### config.mk
export PLATFORM = sky130hd
export DESIGN_NAME = reg_file_cc_flat
export DESIGN_NICKNAME = d
export VERILOG_FILES = /design/src/rtl/reg_file_cc_if.sv /design/src/rtl/reg_file_cc.sv /design/src/flat_wrapper.sv
export SDC_FILE = /design/constraint.sdc
export NUM_CORES = 1
export LEC_CHECK = 0
export ABC_AREA = 1
export ABC_CLOCK_PERIOD_IN_PS = 5700
export CAP_MARGIN = 10
export CORE_UTILIZATION = 42
export CTS_CLUSTER_SIZE = 14
export DETAILED_ROUTE_END_ITERATION = 10
export GPL_ROUTABILITY_DRIVEN = 0
export GPL_TIMING_DRIVEN = 0
export PLACE_DENSITY = 0.71
export SETUP_SLACK_MARGIN = 0.05
export SYNTH_ARGS = -nofsm -noshare
export SYNTH_HDL_FRONTEND = slang
export SYNTH_SLANG_ARGS = --single-unit
### constraint.sdc
create_clock -name Clk -period 5.7 [get_ports Clk]
set_input_delay 0.57 -clock Clk [delete_from_list [all_inputs] [get_ports Clk]]
set_output_delay 0.57 -clock Clk [all_outputs]
set_load 0.05 [all_outputs]
### src/rtl/reg_file_cc_if.sv
// rtl/reg_file_cc_if.sv - LC-3 register file datapath connection bundle
interface reg_file_cc_if #(
  parameter int DATA_WIDTH = 16,
  parameter int ADDR_WIDTH = 3
);
  logic [DATA_WIDTH-1:0] BUS;
  logic [ADDR_WIDTH-1:0] DRMUX_output;
  logic [ADDR_WIDTH-1:0] SR1MUX_output;
  logic [ADDR_WIDTH-1:0] SR2;
  logic                  LD_REG;
  logic                  LD_CC;
  logic                  LD_BEN;
  logic [2:0]            IR_11_9;
  logic [DATA_WIDTH-1:0] SR1_output;
  logic [DATA_WIDTH-1:0] SR2_output;
  logic                  N;
  logic                  Z;
  logic                  P;
  logic                  BEN;

  modport master (
    output BUS, DRMUX_output, SR1MUX_output, SR2, LD_REG, LD_CC, LD_BEN, IR_11_9,
    input  SR1_output, SR2_output, N, Z, P, BEN
  );

  modport slave (
    input  BUS, DRMUX_output, SR1MUX_output, SR2, LD_REG, LD_CC, LD_BEN, IR_11_9,
    output SR1_output, SR2_output, N, Z, P, BEN
  );
endinterface

### src/rtl/reg_file_cc.sv
// rtl/reg_file_cc.sv - LC-3 register file with NZP condition codes and branch enable
module reg_file_cc #(
  parameter int DATA_WIDTH = 16,
  parameter int ADDR_WIDTH = 3
) (
  input  logic         Clk,
  input  logic         Reset,
  reg_file_cc_if.slave rf
);
  localparam int NUM_REGS = 2 ** ADDR_WIDTH;

  logic [DATA_WIDTH-1:0] regs [NUM_REGS];
  logic [2:0]            nzp_q;
  logic                  ben_q;
  logic [2:0]            nzp_next;
  logic                  ben_next;

  // Flag values derived from the word currently on BUS
  always_comb begin
    nzp_next    = 3'b000;
    nzp_next[2] = rf.BUS[DATA_WIDTH-1];
    nzp_next[1] = (rf.BUS == '0);
    nzp_next[0] = !rf.BUS[DATA_WIDTH-1] && (rf.BUS != '0);
  end

  // Branch decision against the flags held before this edge
  always_comb begin
    ben_next = |(rf.IR_11_9 & nzp_q);
  end

  // Register write-back from BUS; reads are unbypassed
  always_ff @(posedge Clk or posedge Reset) begin
    if (Reset) begin
      for (int i = 0; i < NUM_REGS; i++) begin
        regs[i] <= '0;
      end
    end else if (rf.LD_REG) begin
      regs[rf.DRMUX_output] <= rf.BUS;
    end
  end

  // Condition codes, one-hot from reset onward
  always_ff @(posedge Clk or posedge Reset) begin
    if (Reset) begin
      nzp_q <= 3'b010;
    end else if (rf.LD_CC) begin
      nzp_q <= nzp_next;
    end
  end

  // Branch enable register
  always_ff @(posedge Clk or posedge Reset) begin
    if (Reset) begin
      ben_q <= 1'b0;
    end else if (rf.LD_BEN) begin
      ben_q <= ben_next;
    end
  end

  assign rf.SR1_output = regs[rf.SR1MUX_output];
  assign rf.SR2_output = regs[rf.SR2];
  assign rf.N          = nzp_q[2];
  assign rf.Z          = nzp_q[1];
  assign rf.P          = nzp_q[0];
  assign rf.BEN        = ben_q;
endmodule
### src/flat_wrapper.sv
// flat-port wrapper written by rule: the top's interface ports become plain ports
module reg_file_cc_flat 
#(
  parameter int DATA_WIDTH = 16,
  parameter int ADDR_WIDTH = 3
)
  (Clk, Reset, rf_BUS, rf_DRMUX_output, rf_SR1MUX_output, rf_SR2, rf_LD_REG, rf_LD_CC, rf_LD_BEN, rf_IR_11_9, rf_SR1_output, rf_SR2_output, rf_N, rf_Z, rf_P, rf_BEN);
  reg_file_cc_if #(.DATA_WIDTH(DATA_WIDTH), .ADDR_WIDTH(ADDR_WIDTH)) rf_i ();
  input  logic Clk;
  input  logic Reset;
  input wire logic [$bits(rf_i.BUS)-1:0] rf_BUS;
  input wire logic [$bits(rf_i.DRMUX_output)-1:0] rf_DRMUX_output;
  input wire logic [$bits(rf_i.SR1MUX_output)-1:0] rf_SR1MUX_output;
  input wire logic [$bits(rf_i.SR2)-1:0] rf_SR2;
  input wire logic [$bits(rf_i.LD_REG)-1:0] rf_LD_REG;
  input wire logic [$bits(rf_i.LD_CC)-1:0] rf_LD_CC;
  input wire logic [$bits(rf_i.LD_BEN)-1:0] rf_LD_BEN;
  input wire logic [$bits(rf_i.IR_11_9)-1:0] rf_IR_11_9;
  output wire logic [$bits(rf_i.SR1_output)-1:0] rf_SR1_output;
  output wire logic [$bits(rf_i.SR2_output)-1:0] rf_SR2_output;
  output wire logic [$bits(rf_i.N)-1:0] rf_N;
  output wire logic [$bits(rf_i.Z)-1:0] rf_Z;
  output wire logic [$bits(rf_i.P)-1:0] rf_P;
  output wire logic [$bits(rf_i.BEN)-1:0] rf_BEN;
  assign rf_i.BUS = rf_BUS;
  assign rf_i.DRMUX_output = rf_DRMUX_output;
  assign rf_i.SR1MUX_output = rf_SR1MUX_output;
  assign rf_i.SR2 = rf_SR2;
  assign rf_i.LD_REG = rf_LD_REG;
  assign rf_i.LD_CC = rf_LD_CC;
  assign rf_i.LD_BEN = rf_LD_BEN;
  assign rf_i.IR_11_9 = rf_IR_11_9;
  assign rf_SR1_output = rf_i.SR1_output;
  assign rf_SR2_output = rf_i.SR2_output;
  assign rf_N = rf_i.N;
  assign rf_Z = rf_i.Z;
  assign rf_P = rf_i.P;
  assign rf_BEN = rf_i.BEN;
  reg_file_cc #(.DATA_WIDTH(DATA_WIDTH), .ADDR_WIDTH(ADDR_WIDTH)) u_core (.Clk(Clk), .Reset(Reset), .rf(rf_i));
endmodule
== Word level (Yosys, flattened, before mapping) ==
Cells that the tools add are included.

* Flip-flop bits (word level): 132
* Word-level logic and storage cells: 33
* Output and inout bits: 36
* Input port bits: 33

* $lt $le $gt $ge: 4
* Reductions and logical operators: 6
* Multiplexer cells: 9
* Bitwise operators: 4

{| class="wikitable"
|+ Operators with widths
! cell !! count
|-
| $bwmux 128 || 1
|-
| $bmux 16 s3 || 2
|-
| $mux 16 || 5
|-
| $demux 16 s3 || 1
|-
| $logic_not 16->1 || 1
|-
| $reduce_bool 16->1 || 1
|-
| $ge 4x4->1 const B || 3
|-
| $not 3->4 || 3
|-
| $lt 4x1->1 const B || 1
|-
| $and 3x3->3 || 1
|-
| $reduce_or 3->1 || 1
|-
| $logic_and 1x1->1 || 2
|-
| $logic_not 1->1 || 1
|}

== Logic depth before layout (Yosys ltp) ==
Gate-level depths: netlist of the first run.

* Depth in word-level cells: 6
* Depth in mapped cells: 7
* Mapped depth without buffers: 6

== Worst setup path after synthesis of the first run ==
OpenSTA, ideal clock, no wires.

* Kind: input to output
* Start point: input rf_SR1MUX_output[2]
* End point: output rf_SR1_output[10]
* Data arrival time: 1.544 ns
* Path buffers: 2
* Data required time: 5.130 ns
* Stages: 5
* Setup slack: 3.586 ns
* Cell sequence: buf_2 -> inv_1 -> clkbuf_1 -> nand2_1 -> nand2_1

* Longest elaborated chain between the ends: 4

{| class="wikitable"
|+ Ends and longest elaborated chain
! what !! RTL line !! RTL
|-
| from (decl) || flat_wrapper.sv:13 || <nowiki>input wire logic [$bits(rf_i.SR1MUX_output)-1:0] rf_SR1MUX_output;</nowiki>
|-
| $not 3->4 (not written as such) || reg_file_cc.sv:60 || <nowiki>assign rf.SR1_output = regs[rf.SR1MUX_output];</nowiki>
|-
| $bmux 16 s3 || reg_file_cc.sv:60 ||
|-
| $mux 16 (not written as such) (2 in a row) || reg_file_cc.sv:60 ||
|-
| to (decl) || flat_wrapper.sv:19 || <nowiki>output wire logic [$bits(rf_i.SR1_output)-1:0] rf_SR1_output;</nowiki>
|}

Every way passes these cells. The select of a mux whose other input is x is not followed.

== Final worst setup path of the first run ==
* Start point: input rf_SR1MUX_output[0]
* End point: output rf_SR1_output[14]

Same word-level chain as after synthesis.

==> flow_summary.json, run 1 <==
{
  "rows": 49,
  "fp.coreArea_um2": 18000,
  "path_max_fanout": 10,
  "p_seq_frac": 0.374,
  "period_minus_slack_ps": 3530,
  "total_leakage_power_nw": 5.06,
  "clkPwrFrac": 0.347,
  "pre_cts_slack_ps": 2270,
  "fmax_ghz": 0.284,
  "die_h_um": 138,
  "antenna_found_initial": 0,
  "vias": 8192,
  "cap_viol_max_count": 0,
  "path_class": "in -> out",
  "powerDensity_nw_per_um2": 346,
  "outcome": "complete, no violations",
  "worstSetupEndpointType": "output port",
  "setup_viol": 0,
  "post_cts_buffers": 0,
  "nets": 1317,
  "ant_nets": 0,
  "hold_ws_ps": 480,
  "switching_share": 0.350,
  "ys_seq_area_frac": 0.428,
  "cts_buffers": 17,
  "synth_area_um2": 7720,
  "max-vdd-ir-drop_mv": 0.223,
  "numPortBuffers": 64,
  "worst_slack_ps": 2170,
  "ys_seq_elements": 132,
  "hp-class": "reg -> reg",
  "drc_errors": 0,
  "synth_most_common_cell": "nand2_1",
  "initialDrtViolationCount": 807,
  "ys_types": 17,
  "worstHoldStart": "u_core.regs[107]",
  "synth_area_leader_cell": "dfrtp_1",
  "grt_pass1_vias": 8017,
  "p_sw_mw": 1.12,
  "r2r_setup_slack_ps": 4870,
  "tritoncts": "done",
  "gr-total-overflow": 0,
  "worst-r2r-cell-count": 3,
  "wl_mm": 25.1,
  "critPathLaunch": "rf_SR1MUX_output[0]",
  "final_max_slew_viol_count": 0,
  "netlist_instances": 1200,
  "skew_ps": 2.27,
  "post-route-period-util": 0.619,
  "rr_startpoint": "u_core.nzp_q[1]",
  "arrival_ps": 2960,
  "syn2layout_area_growth_pct": 19.9,
  "worst_setup_path_start_kind": "input pin",
  "ys_warn_count": 0,
  "cts.clk_slew.worst_paths_ps": 50,
  "power_mw": 3.20,
  "cts_root_buf": "clkbuf_16",
  "grt_max_degree": 98,
  "grt_setup_unrepaired": "no",
  "worstHoldEndpoint": "u_core.regs[107]",
  "dr.pass1.iters": 6,
  "wl_per_cell_um": 16.5,
  "synth_top_cell_area_share": 0.425,
  "antenna_cells": 0,
  "clockBufferDepth": 2,
  "synth_common_cells": "nand2_1 (564), inv_1 (152), dfrtp_1 (131)",
  "reg2reg_to": "u_core.rf.BEN",
  "clock_latency_ps": 430,
  "required_ps": 5130,
  "hold_depth": 2,
  "dieWidth_um": 138,
  "avgViaCountPerCell": 5.37,
  "syn_area_per_cell_um2": 6.43,
  "htreeDepth": 4,
  "synth-edff-count": 0,
  "cts_sinks": 132,
  "async_reset_ff_frac": 1.00,
  "grt_pass1_wl_mm": 40.3,
  "io_pins": 69,
  "dpl.hpwl_mm": 18.8,
  "gr-usage-all-layers": 0.285,
  "syn-num-nets": 1233,
  "ys.flop_type": "dfrtp_1",
  "postCtsHoldBufs": 0,
  "start_util": 0.430,
  "die-area_um2": 18900,
  "cts-resized-gates": 0,
  "p_int_mw": 2.08,
  "hold_viol": 0,
  "drive_gt1_frac": 0.0648,
  "comb_power_share": 0.278,
  "max-slew-margin-rel": 0.515,
  "synthTopCellsByArea": "dfrtp_1 (42%), nand2_1 (27%), nand3_1 (8.4%), o21ai_0 (7.7%), inv_1 (7.4%)",
  "worst_pin_slew_ps": 728
}
## power by group through the flow
stage / registers (mW) / logic [mW] / clock network [mW]
finish: 1.20 / 0.891 / 1.11
global route: 1.22 / 0.996 / 1.15
CTS: 1.20 / 0.887 / 1.11
detailed placement: 1.21 / 0.879 / 0
global placement: 1.21 / 0.860 / 0
floorplan: 1.20 / 0.615 / 0
## cells in the final DEF (no fill, tap or decap)
master           count
dfrtp_1            131
buf_1                2
clkbuf_16           17
inv_1              151
clkdlybuf4s50_1     64
o21a_1               1
nor2_1              16
clkbuf_2             3
nand4_1              1
nor2_2               1
clkbuf_1            25
nand2_1            564
bufinv_16            3
nand3_1            130
inv_2                4
nor3_4               1
o21ai_0            118
buf_2               44
o21ai_1             10
dfstp_2              1
inv_6                1
clkinvlp_4           2
buf_16               1
clkinv_2             6
## logic make-up after synthesis
group	synth area share
buffers and inverters	0.118
AOI/OAI and AO/OA	0.0840
DFF	0.428
and+or+nand+nor	0.370
## final cells by class
| cell class | count | area [µm²] |
|---|---|---|
| Sequential cell | 132 | 3300 |
| Clock buffer | 21 | 440 |
| Fill cell | 1783 | 8710 |
| Timing Repair Buffer | 65 | 668 |
| Buffer | 70 | 322 |
| Tap cell | 229 | 287 |
| Clock inverter | 11 | 135 |
| Inverter | 156 | 591 |
| Multi-Input combinational cell | 842 | 3500 |
## critical path: stages
cell and delay, ps:
clkdlybuf4s50_1 450, inv_2 190, clkbuf_1 520, nand2_1 160
nand3_1 140, nand2_1 80, nand2_1 60, nand2_1 90
clkdlybuf4s50_1 710
## sequential cells by signal, summed over array words and instances (netlist names)
signal / flops
u_core.regs: 128
u_core.nzp_q: 3
u_core.rf.BEN: 1
## routing by layer
layer | vias to the layer above | share of wire | wire length (µm) | GRT usage
li1 | 3839 | - | - | -
met1 | 3861 | 0.42 | 10600 | 0.383
met2 | 399 | 0.45 | 11200 | 0.437
met3 | 93 | 0.090 | 2250 | 0.0585
met4 | 0 | 0.042 | 1050 | 0.140
met5 | - | 0 | 0 | 0
## worst max-delay path by stage
stage / slack, ps / cells past startpoint / endpoint
2_1_floorplan: 1610 / 1 / u_core.nzp_q[0]
3_3_place_gp: -340 / 2 / u_core.regs[104]
3_5_place_dp: 2270 / 9 / rf_SR2_output[13]
4_1_cts: 2240 / 9 / rf_SR1_output[14]
5_1_grt: 2090 / 9 / rf_SR2_output[6]
6_report: 2170 / 9 / rf_SR1_output[14]
## stage by stage
stage	util	instances	area [µm²]	TNS, ps
finish	0.515	1526	9250	0
global route	0.515	1526	9250	0
CTS	0.515	1526	9250	0
detailed placement	0.483	1494	8680	0
global placement	0.481	1493	8640	-42920
floorplan	-	1200	7720	0
Power figures use the tool's default switching activity.
==> run 2, diff against run 1 <==
--- a/config.mk
+++ b/config.mk
@@ -6,14 +6,14 @@
 export NUM_CORES = 1
 export LEC_CHECK = 0
 export ABC_AREA = 1
-export ABC_CLOCK_PERIOD_IN_PS = 5700
+export ABC_CLOCK_PERIOD_IN_PS = 3100
 export CAP_MARGIN = 10
 export CORE_UTILIZATION = 42
 export CTS_CLUSTER_SIZE = 14
 export DETAILED_ROUTE_END_ITERATION = 10
 export GPL_ROUTABILITY_DRIVEN = 0
 export GPL_TIMING_DRIVEN = 0
-export PLACE_DENSITY = 0.71
+export PLACE_DENSITY = 0.74
 export SETUP_SLACK_MARGIN = 0.05
 export SYNTH_ARGS = -nofsm -noshare
 export SYNTH_HDL_FRONTEND = slang
==> constraint.sdc (replaced) <==
create_clock -name Clk -period 3.1 [get_ports Clk]
set_input_delay 0.31 -clock Clk [delete_from_list [all_inputs] [get_ports Clk]]
set_output_delay 0.31 -clock Clk [all_outputs]
set_load 0.05 [all_outputs]
==> run 2 against run 1 <==
Effect of this change: power increased by 91%; utilization up 0.60 points; combinational power up 85%; critical endpoint unchanged.
==> flow_summary.json, run 2 (synthesized netlist as in run 1, its figures left out) <==
{
  "outcome": "complete, no violations",
  "dr.pass1.iters": 6,
  "powerDensity_nw_per_um2": 653,
  "grt_pass1_vias": 7996,
  "path_class": "in -> out",
  "worst_pin_slew_ps": 814,
  "postCtsHoldBufs": 0,
  "grt_max_degree": 40,
  "antenna_cells": 0,
  "final_common_cell": "nand2_1",
  "max-slew-margin-rel": 0.456,
  "cts_buffers": 17,
  "r2r_setup_slack_ps": 2260,
  "power_mw": 6.11,
  "fp.coreArea_um2": 18000,
  "instances_no_fill": 1528,
  "nets": 1319,
  "setup_viol": 0,
  "worst_setup_path_start_kind": "input pin",
  "largest_register_ffs": 128,
  "placed_cells": 1496,
  "grt_pass1_wl_mm": 40.7,
  "dpl.hpwl_mm": 19.0,
  "cts.clk_slew.worst_paths_ps": 60,
  "cts_root_buf": "clkbuf_16",
  "wl_per_cell_um": 16.7,
  "clockBufferDepth": 2,
  "clock_latency_ps": 440,
  "wl_mm": 25.5,
  "initialDrtViolationCount": 987,
  "tritoncts": "done",
  "worst-r2r-cell-count": 3,
  "required_ps": 2790,
  "syn2layout_area_growth_pct": 21.3,
  "fmax_ghz": 0.331,
  "cts_sinks": 132,
  "start_util": 0.430,
  "htreeDepth": 4,
  "post-route-period-util": 0.973,
  "antenna_found_initial": 0,
  "numPortBuffers": 64,
  "total_leakage_power_nw": 5.10,
  "hp-class": "in -> async",
  "hold_viol": 0,
  "gr-usage-all-layers": 0.288,
  "period_minus_slack_ps": 3020,
  "drive_gt1_frac": 0.0716,
  "die-area_um2": 18900,
  "skew_ps": 0.247,
  "dieWidth_um": 138,
  "die_h_um": 138,
  "avgViaCountPerCell": 5.43,
  "grt_setup_unrepaired": "no",
  "max-vdd-ir-drop_mv": 0.430,
  "drc_errors": 0,
  "final_cell_mix": "nand2_1 (564), inv_1 (151), dfrtp_1 (131), nand3_1 (130), o21ai_0 (118)",
  "ant_nets": 0,
  "reg2reg_to": "u_core.rf.BEN",
  "rr_startpoint": "u_core.nzp_q[1]",
  "worstSetupEndpointType": "output port",
  "final_max_slew_viol_count": 0,
  "arrival_ps": 2710,
  "rows": 49,
  "vias": 8304,
  "cap_viol_max_count": 0,
  "regMostFlops": "u_core.regs",
  "postLayoutCoreUtil": 0.521,
  "gr-total-overflow": 0,
  "io_pins": 69,
  "path_max_fanout": 10
}
==> run 2: worst max path at each step <==
stage	from	cells past startpoint	to	slack, ps
after floorplan	Reset	1	u_core.nzp_q[0]	1150
after global placement	Reset	2	u_core.regs[8]	-90
after detailed placement	rf_SR2[0]	9	rf_SR2_output[3]	180
after CTS	rf_SR2[0]	9	rf_SR2_output[3]	160
after global routing	rf_SR2[0]	9	rf_SR2_output[13]	70
final	rf_SR1MUX_output[0]	9	rf_SR1_output[14]	80
==> run 2: layout make-up <==
cell class                      instances  area [µm²]
Sequential cell                       132        3300
Clock inverter                         14         209
Multi-Input combinational cell        842        3500
Tap cell                              229         287
Clock buffer                           18         439
Buffer                                 70         325
Fill cell                            1807        8600
Inverter                              156         589
Timing Repair Buffer                   67         701
==> run 2: critical path: stages <==
cell	delay [ps]
clkdlybuf4s50_1	460
inv_2	200
clkbuf_1	530
nand2_1	140
nand3_1	100
nand2_1	70
nand2_1	60
nand2_1	100
clkdlybuf4s50_1	720
==> run 2: routing by layer <==
metal	up-vias	global-route usage	wire length, µm
met5	-	0	0
met4	0	0.125	863
met3	78	0.0758	2820
met2	480	0.442	11500
met1	3907	0.383	10400
li1	3839	-	-
==> run 2: metrics by stage <==
step / TNS, ps / area, µm² / hold slack, ps / worst slack (ps)
after CTS: 0 / 9360 / 399 / 159
after detailed placement: 0 / 8710 / 472 / 179
after global routing: 0 / 9360 / 443 / 67.8
after global placement: -9820 / 8650 / 467 / -86.3
final: 0 / 9360 / 371 / 82.7
after floorplan: 0 / 7720 / 417 / 1150
==> run 2: report_power, final <==
part | leakage [nW] | switching (mW) | internal (mW)
Combinational | 3.15 | 1.12 | 0.535
Sequential | 1.65 | 0.162 | 2.04
Clock | 0.308 | 0.810 | 1.44
Total | 5.10 | 2.09 | 4.02
==> run 2: timing repair <==
item | in CTS | in global routing
hold endpoints to repair | 0 | 0
gates resized for setup | 0 | 6
buffers inserted | 0 | 0
setup endpoints to repair | 0 | 6
==> run 3, diff against run 2 <==
--- a/config.mk
+++ b/config.mk
@@ -6,14 +6,14 @@
 export NUM_CORES = 1
 export LEC_CHECK = 0
 export ABC_AREA = 1
-export ABC_CLOCK_PERIOD_IN_PS = 3100
+export ABC_CLOCK_PERIOD_IN_PS = 3700
 export CAP_MARGIN = 10
 export CORE_UTILIZATION = 42
 export CTS_CLUSTER_SIZE = 14
 export DETAILED_ROUTE_END_ITERATION = 10
 export GPL_ROUTABILITY_DRIVEN = 0
 export GPL_TIMING_DRIVEN = 0
-export PLACE_DENSITY = 0.74
+export PLACE_DENSITY = 0.71
 export SETUP_SLACK_MARGIN = 0.05
 export SYNTH_ARGS = -nofsm -noshare
 export SYNTH_HDL_FRONTEND = slang
==> constraint.sdc (replaced) <==
create_clock -name Clk -period 3.7 [get_ports Clk]
set_input_delay 0.37 -clock Clk [delete_from_list [all_inputs] [get_ports Clk]]
set_output_delay 0.37 -clock Clk [all_outputs]
set_load 0.05 [all_outputs]
==> run 3 against run 2 <==
Effect of this change: die area unchanged; design area shrank 0.44%; first-iteration DRC count increased by 2.5%; clock power decreased by 23%; flip-flop and latch count did not move; sequential power shrank 16%; critical path depth stayed put; worst hold slack improved by 100 ps; routed wire length fell by 2.7%; critical endpoint is now rf_SR2_output[13]; highest routed layer unchanged.
==> flow_summary.json, run 3 (synthesized netlist as in run 1, its figures left out) <==
{
  "worst-r2r-cell-count": 3,
  "worstSetupEndpointType": "output port",
  "max-vdd-ir-drop_mv": 0.324,
  "gr-total-overflow": 0,
  "worstPathCellList": "clkdlybuf4s50_1, inv_2, clkbuf_1, nand2_1, nand3_1, nand2_1, nand2_1, nand2_1, clkdlybuf4s50_1",
  "die-area_um2": 18900,
  "cp_slowest_stage_delay_ps": 730,
  "tritoncts": "done",
  "numPortBuffers": 64,
  "io_pins": 69,
  "instances_no_fill": 1527,
  "outcome": "complete, no violations",
  "rows": 49,
  "powerDensity_nw_per_um2": 532,
  "required_ps": 3330,
  "postCtsHoldBufs": 0,
  "critPathLaunch": "rf_SR2[0]",
  "power_mw": 4.96,
  "dpl.hpwl_mm": 19.1,
  "max-slew-margin-rel": 0.401,
  "period_minus_slack_ps": 3140,
  "worst_pin_slew_ps": 897,
  "drc_errors": 0,
  "regMostFlops": "u_core.regs",
  "antenna_cells": 0,
  "largest_register_ffs": 128,
  "antenna_found_initial": 0,
  "clock_latency_ps": 420,
  "cts-resized-gates": 0,
  "postLayoutCoreUtil": 0.519,
  "gr-usage-all-layers": 0.282,
  "post-route-period-util": 0.848,
  "vias": 8061,
  "path_class": "in -> out",
  "arrival_ps": 2770,
  "setup_viol": 0,
  "grt_pass1_wl_mm": 39.8,
  "total_leakage_power_nw": 5.07,
  "worst_setup_path_start_kind": "input pin",
  "grt_max_degree": 42,
  "skew_ps": 3.98,
  "fmax_ghz": 0.319,
  "grt_pass1_vias": 7791,
  "dr.pass1.iters": 6,
  "final_common_cell": "nand2_1",
  "htreeDepth": 4,
  "nets": 1319,
  "cap_viol_max_count": 0,
  "avgViaCountPerCell": 5.28,
  "clockBufferDepth": 2,
  "post_cts_buffers": 0,
  "wl_mm": 24.8,
  "grt_setup_unrepaired": "no",
  "final.fill_count": 1802,
  "final_max_slew_viol_count": 0,
  "cts_sinks": 132,
  "placed_cells": 1496,
  "cts.clk_slew.worst_paths_ps": 60,
  "path_max_fanout": 10,
  "wl_per_cell_um": 16.2,
  "syn2layout_area_growth_pct": 20.8,
  "dieWidth_um": 138,
  "initialDrtViolationCount": 1012,
  "drive_gt1_frac": 0.0663,
  "die_h_um": 138,
  "tns_ps": 0,
  "critPathSlowestCell": "clkdlybuf4s50_1",
  "fp.coreArea_um2": 18000,
  "cp_common_cell": "nand2_1",
  "ant_nets": 0,
  "cts_root_buf": "clkbuf_16",
  "cts_buffers": 17,
  "hp-class": "in -> async",
  "final_cell_mix": "nand2_1 (564), inv_1 (151), dfrtp_1 (131), nand3_1 (130), o21ai_0 (118)",
  "rr_startpoint": "u_core.nzp_q[1]",
  "hold_viol": 0,
  "start_util": 0.430
}
## run 3: changes by cell type in the layout (fill, tap and decap cells not counted), sizes merged
cell | previous run | this run
clkinv | 5 | 1
bufinv | 5 | 3
clkbuf | 42 | 47
## run 3: area by class of cell
type | instances | area [µm²] | area share
Sequential cell | 132 | 3300 | 0.355
Buffer | 70 | 322 | 0.0345
Clock inverter | 8 | 125 | 0.0134
Multi-Input combinational cell | 842 | 3500 | 0.376
Clock buffer | 23 | 478 | 0.0513
Inverter | 156 | 589 | 0.0632
Timing Repair Buffer | 67 | 708 | 0.0760
Tap cell | 229 | 287 | 0.0308
## run 3: path summary, 6_finish.rpt
path,to,slack [ps]
setup / recovery,rf_SR2_output[13],560
hold / removal,u_core.regs[114],470
setup reg to reg,u_core.rf.BEN,2870
hold reg to reg,u_core.nzp_q[1],480
max in group asynchronous,u_core.nzp_q[1],2480
min in group Clk,u_core.nzp_q[1],480
## run 3: per-layer routing
layer / global-route usage / vias to the layer above / wire length, µm / part of all wire
met2: 0.443 / 390 / 11100 / 0.45
met5: 0 / - / 0 / 0
met1: 0.388 / 3771 / 10600 / 0.43
met4: 0.104 / 0 / 714 / 0.029
met3: 0.0500 / 52 / 2400 / 0.097
li1: - / 3848 / - / -
## run 3: power by group
group	switching [mW]	internal, mW	leakage [nW]
combinational	0.934	0.449	3.14
sequential	0.133	1.71	1.65
clock	0.622	1.11	0.282
## run 3: stage by stage
step	setup slack (ps)	cell area, µm²	hold WS (ps)
6_report	564	9320	473
5_1_grt	533	9320	497
3_5_place_dp	695	8710	470
3_3_place_gp	440	8650	466
4_1_cts	676	9320	478
2_1_floorplan	1690	7720	453
## run 3: worst max-delay path, delay by kind of cell
| family | cells | cell delay (ps) |
|---|---|---|
| and+or+nand+nor | 5 | 450 |
| buffers and inverters | 4 | 1940 |
